**config.mk**
```make
export PLATFORM = sky130hd
export DESIGN_NAME = br_cc_sequencer
export DESIGN_NICKNAME = d
export VERILOG_FILES = /design/src/rtl/br_cc_sequencer.sv
export SDC_FILE = /design/constraint.sdc
export NUM_CORES = 1
export LEC_CHECK = 0
export ABC_AREA = 1
export CORE_ASPECT_RATIO = 1.1
export CORE_MARGIN = 1
export CORE_UTILIZATION = 45
export DETAILED_ROUTE_END_ITERATION = 10
export GPL_ROUTABILITY_DRIVEN = 0
export PLACE_DENSITY = 0.81
export SLEW_MARGIN = 40
export SYNTH_ARGS = -nofsm -noshare
export SYNTH_HDL_FRONTEND = slang
export SYNTH_SLANG_ARGS = --single-unit
```
**constraint.sdc**
```tcl
create_clock -name Clk -period 1.8 [get_ports Clk]
set_input_delay 0.18 -clock Clk [delete_from_list [all_inputs] [get_ports Clk]]
set_output_delay 0.18 -clock Clk [all_outputs]
set_load 0.02 [all_outputs]
```
**src/rtl/br_cc_sequencer.sv**
```systemverilog
// br_cc_sequencer
//   Branch/condition-code sequencer for an LC-3 style datapath. Holds the
//   architectural NZP register, accepts BR instructions over a valid/ready
//   handshake, evaluates the branch enable against NZP and issues a
//   single-cycle PC-load command with the branch target.
//
//   Optional build macro: BR_CC_FWD_EN
//     defined   - ld_cc during EVAL does not stall; the flags derived from
//                 bus_in that cycle are forwarded into the evaluation.
//     undefined - ld_cc during EVAL holds the FSM in EVAL (CC hazard stall).
//
// Ports
//   Clk        in   clock, rising edge
//   Reset      in   asynchronous active-low reset
//   bus_in     in   datapath bus, source for NZP update
//   ld_cc      in   load NZP from bus_in at next edge
//   ir_valid   in   instruction offered on ir
//   ir_ready   out  block can accept an instruction (IDLE)
//   ir         in   instruction: [15:12] opcode, [11:9] nzp mask, [8:0] offset
//   pc         in   incremented PC, sampled at accept
//   nzp        out  registered condition codes {N,Z,P}
//   ben        out  registered branch enable of the last evaluation
//   br_done    out  one-cycle pulse, branch resolved
//   pc_load    out  one-cycle pulse with br_done when taken
//   pc_target  out  branch target, valid while br_done
//   ill_op     out  one-cycle pulse with br_done when opcode is not BR
module br_cc_sequencer #(
   parameter int unsigned WIDTH = 16
) (
   input  logic             Clk,
   input  logic             Reset,
   input  logic [WIDTH-1:0] bus_in,
   input  logic             ld_cc,
   input  logic             ir_valid,
   output logic             ir_ready,
   input  logic [WIDTH-1:0] ir,
   input  logic [WIDTH-1:0] pc,
   output logic [2:0]       nzp,
   output logic             ben,
   output logic             br_done,
   output logic             pc_load,
   output logic [WIDTH-1:0] pc_target,
   output logic             ill_op
);

   typedef enum logic [1:0] {
      IDLE    = 2'd0,
      EVAL    = 2'd1,
      RESOLVE = 2'd2
   } state_t;

   state_t           state_q, state_d;
   logic [2:0]       nzp_q, nzp_d;
   logic [WIDTH-1:0] ir_q, ir_d;
   logic [WIDTH-1:0] pc_q, pc_d;
   logic [WIDTH-1:0] tgt_q, tgt_d;
   logic             ben_q, ben_d;
   logic             ill_q, ill_d;

   logic [2:0]       bus_cc;
   logic [2:0]       eval_cc;
   logic             stall;
   logic             is_br;
   logic [WIDTH-1:0] offset_sx;

   // Exactly one flag set: negative, zero, otherwise positive.
   always_comb begin
      if (bus_in[WIDTH-1])
         bus_cc = 3'b100;
      else if (bus_in == '0)
         bus_cc = 3'b010;
      else
         bus_cc = 3'b001;
   end

   assign nzp_d = ld_cc ? bus_cc : nzp_q;

`ifdef BR_CC_FWD_EN
   // Forward the flags being written this cycle instead of stalling.
   assign eval_cc = ld_cc ? bus_cc : nzp_q;
   assign stall   = 1'b0;
`else
   assign eval_cc = nzp_q;
   assign stall   = ld_cc;
`endif

   assign is_br     = (ir_q[15:12] == 4'b0000);
   assign offset_sx = {{(WIDTH-9){ir_q[8]}}, ir_q[8:0]};

   always_comb begin
      state_d = state_q;
      ir_d    = ir_q;
      pc_d    = pc_q;
      tgt_d   = tgt_q;
      ben_d   = ben_q;
      ill_d   = ill_q;
      case (state_q)
         IDLE: begin
            if (ir_valid) begin
               ir_d    = ir;
               pc_d    = pc;
               state_d = EVAL;
            end
         end
         EVAL: begin
            if (!stall) begin
               ben_d   = is_br & (|(ir_q[11:9] & eval_cc));
               tgt_d   = pc_q + offset_sx;
               ill_d   = ~is_br;
               state_d = RESOLVE;
            end
         end
         RESOLVE: begin
            state_d = IDLE;
         end
         default: begin
            state_d = IDLE;
         end
      endcase
   end

   always_ff @(posedge Clk or negedge Reset) begin
      if (!Reset) begin
         state_q <= IDLE;
         nzp_q   <= 3'b010;
         ir_q    <= '0;
         pc_q    <= '0;
         tgt_q   <= '0;
         ben_q   <= 1'b0;
         ill_q   <= 1'b0;
      end else begin
         state_q <= state_d;
         nzp_q   <= nzp_d;
         ir_q    <= ir_d;
         pc_q    <= pc_d;
         tgt_q   <= tgt_d;
         ben_q   <= ben_d;
         ill_q   <= ill_d;
      end
   end

   assign ir_ready  = (state_q == IDLE);
   assign br_done   = (state_q == RESOLVE);
   assign pc_load   = br_done & ben_q;
   assign ill_op    = br_done & ill_q;
   assign pc_target = tgt_q;
   assign ben       = ben_q;
   assign nzp       = nzp_q;

endmodule

```
==> run summary, run 1 <==
status = completed
core footprint = 6590 um2
via count = 2673
DP HPWL = 5.01 mm
drt total wl = 7.40 mm
DR iter-0 viols = 195
port bufs = 75
largest net degree at the start of global routing = 56
Synth area leader = dfrtp_1
dpl cell area = 3960 um2
Power Internal = 4.32 mW
Reg power frac = 28.8%
Layout Area Growth over Synthesis = 39.3%
Fillers = 521
CTS tree = done
CP arrival = 1.95 ns
LEAKAGE = 2.11 nW
syn_nets = 420
slew at the pin closest to its max-slew limit = 0.570 ns
Mapped Area = 3090 um2
Net Switching = 3.35 mW
CTS sink cnt = 55
drt wl/cell = 14.2 um
number of global-route vias before repair = 2611
Netlist cell types = 26
Fmax = 571 MHz
Logic pwr share = 62.4%
Clock Power Share = 8.8%
Period minus WS final = 1.75 ns
total of max-cap violations = 0
top post-synthesis cells by area = dfrtp_1 (44%), nand2_1 (14%), mux2_4 (10%), ha_1 (6.1%), inv_1 (5.3%)
fin crit share = 97.2%
Final Net Count = 506
switching share of power = 43.7%
Max clock buf depth = 2
num ports = 76
clock-pin slew on the worst setup and hold paths = 0.10 ns
die height = 88.9 um
Hold Crit Class = primary input to asynchronous set/reset pin
Min Hold Slack = 0.385 ns
antenna-violating nets left = 0
top cell type's share of synthesized area = 43.7%
PD cells = 1780 nW/um2
Crit. End Element = register
Synth Instances = 352
clock insertion delay at the later pin of the skew report = 0.32 ns
CP Max Fanout = 8
startpoint types = register
maximum vdd ir drop = 0.786 mV
Total GRT Usage = 21.4%
global-route wire length before repair = 11.7 mm
Site Rows = 31
layout cells sized above 1 = 18.5%
Slew Viols, Final = 0
final hold viol count = 0
Setup-failing EPs final = 0
RSZ-0062 raised after global routing = true
H-tree depth = 2
DR DRC count = 0
kind of critical path = register to register
Layout Utilization = 65.3%
Diodes inserted = 0
commonest cells after routing, fill and taps aside = nand2_1 (111), clkdlybuf4s50_1 (71), dfrtp_1 (53), inv_1 (43), mux2_4 (21)
1st-pass router iterations = 4
chip width = 81 um
Die Area = 7200 um2
CTS buffer count = 5
FF+latch count, synth = 55
syn_area_per_cell = 8.78 um2
fraction of the yosys area taken by sequential cells = 44.6%
Setup Skew = 0.00995 ns
Critical Path RT = 2.00 ns
GRT overflow = 0
CTS Root Cell = clkbuf_8
antenna violations before repair = 0
post-route cell area = 4300 um2
most common cell after layout, fill and taps aside = nand2_1
reg2reg path depth = 9
Synthesis Warnings = 0
Starting Density = 46.9%
relative slew slack = 61.9%
DR vias/cell = 5.13
[what timing repair did]
| item | 4_1_cts | 5_1_grt |
|---|---|---|
| pin swaps | 0 | 4 |
| resized for setup | 5 | 35 |
| hold buffers | 1 | 0 |
| endpoints found under the setup margin | 4 | 11 |
| hold endpoints to repair | 54 | 0 |
| buffers inserted | 0 | 3 |
[worst max-delay path: stages (launching register included)]
cell,delay [ns]
dfrtp_4,0.60
ha_4,0.31
nand2_1,0.08
nand2_1,0.09
inv_1,0.07
nand2_1,0.08
a21oi_2,0.14
nand3_1,0.10
nand3_1,0.11
nand2_1,0.07
[per-stage QoR]
stage                     total power, mW  std cells  TNS, ns  worst slack [ns]
after CTS                            6.81        518        0            0.0241
after global routing                 8.33        521   -0.249           -0.0896
final                                7.67        521        0            0.0497
after detailed placement             6.09        509  -0.0218           -0.0218
after floorplan                      4.92        352        0             0.110
after global placement               5.94        509        0            0.0494
[state kept, by name, summed over array words and instances (netlist names)]
| register | cells |
|---|---|
| state_q | 2 |
| ill_q | 1 |
| pc_q | 16 |
| ir_q | 16 |
| nzp | 3 |
| pc_target | 16 |
| ben | 1 |
[final timing paths]
| kind | from | endpoint | slack [ns] |
|---|---|---|---|
| max | ir_q[8] | pc_target[13] | 0.05 |
| max in group asynchronous | Reset | nzp[1] | 1.14 |
| max reg2reg | ir_q[8] | pc_target[13] | 0.05 |
| min reg2reg | pc_target[7] | pc_target[7] | 0.49 |
| min | Reset | pc_q[3] | 0.38 |
| min in group Clk | ir[13] | ir_q[13] | 0.43 |
[per-layer routing]
metal  GRT usage, %  vias to the layer above  share of wire (%)
met5              0                        -                  0
met4           8.44                        0                2.5
met3           5.20                       18                6.6
met2           37.7                      106                 51
met1           24.9                     1254                 40
li1               -                     1295                  -
[power groups by stage]
| stage | registers, mW | clock network, mW | logic [mW] |
|---|---|---|---|
| floorplan | 2.23 | 0 | 2.69 |
| global placement | 2.08 | 0 | 3.86 |
| detailed placement | 2.11 | 0 | 3.98 |
| CTS | 2.09 | 0.692 | 4.03 |
| global route | 2.26 | 0.754 | 5.33 |
| finish | 2.21 | 0.679 | 4.78 |
[Yosys cell counts, drive strengths merged]
cell    instances
o21ai           5
nor2           20
nand2         119
nand4           3
clkbuf          2
xnor2           3
xor2            2
nand3          21
nor4            4
or2             5
ha             15
a21oi          12
and2            1
inv            44
nand3b          3
dfrtp          54
nor3            5
mux2           28
dfstp           1
fa              1
buf             4
[area by class of cell]
cell class	instances	area, um2	area share, %
Multi-Input combinational cell	247	1720	40.0
Sequential cell	55	1380	32.1
Timing Repair Buffer	85	848	19.7
Inverter	44	165	3.84
Tap cell	82	103	2.38
Clock buffer	6	72.6	1.69
Clock inverter	2	12.5	0.291
[kinds of logic after synthesis]
logic type | count (synthesis) | synth area share [%]
buffers and inverters | 50 | 6.80
muxes | 28 | 12.8
adders and majority gates | 16 | 6.72
AOI/OAI and AO/OA | 17 | 2.75
xor gates and xnor gates | 5 | 1.42
DFF | 55 | 44.6
and+or+nand+nor | 181 | 24.9
(Power assumes the default switching activity.)
==> run 2: changes to the inputs <==
SLEW_MARGIN = 15   (was 40)
==> results of run 2 <==
Same layout as run 1: the final DEF is identical, and so are final timing and power.
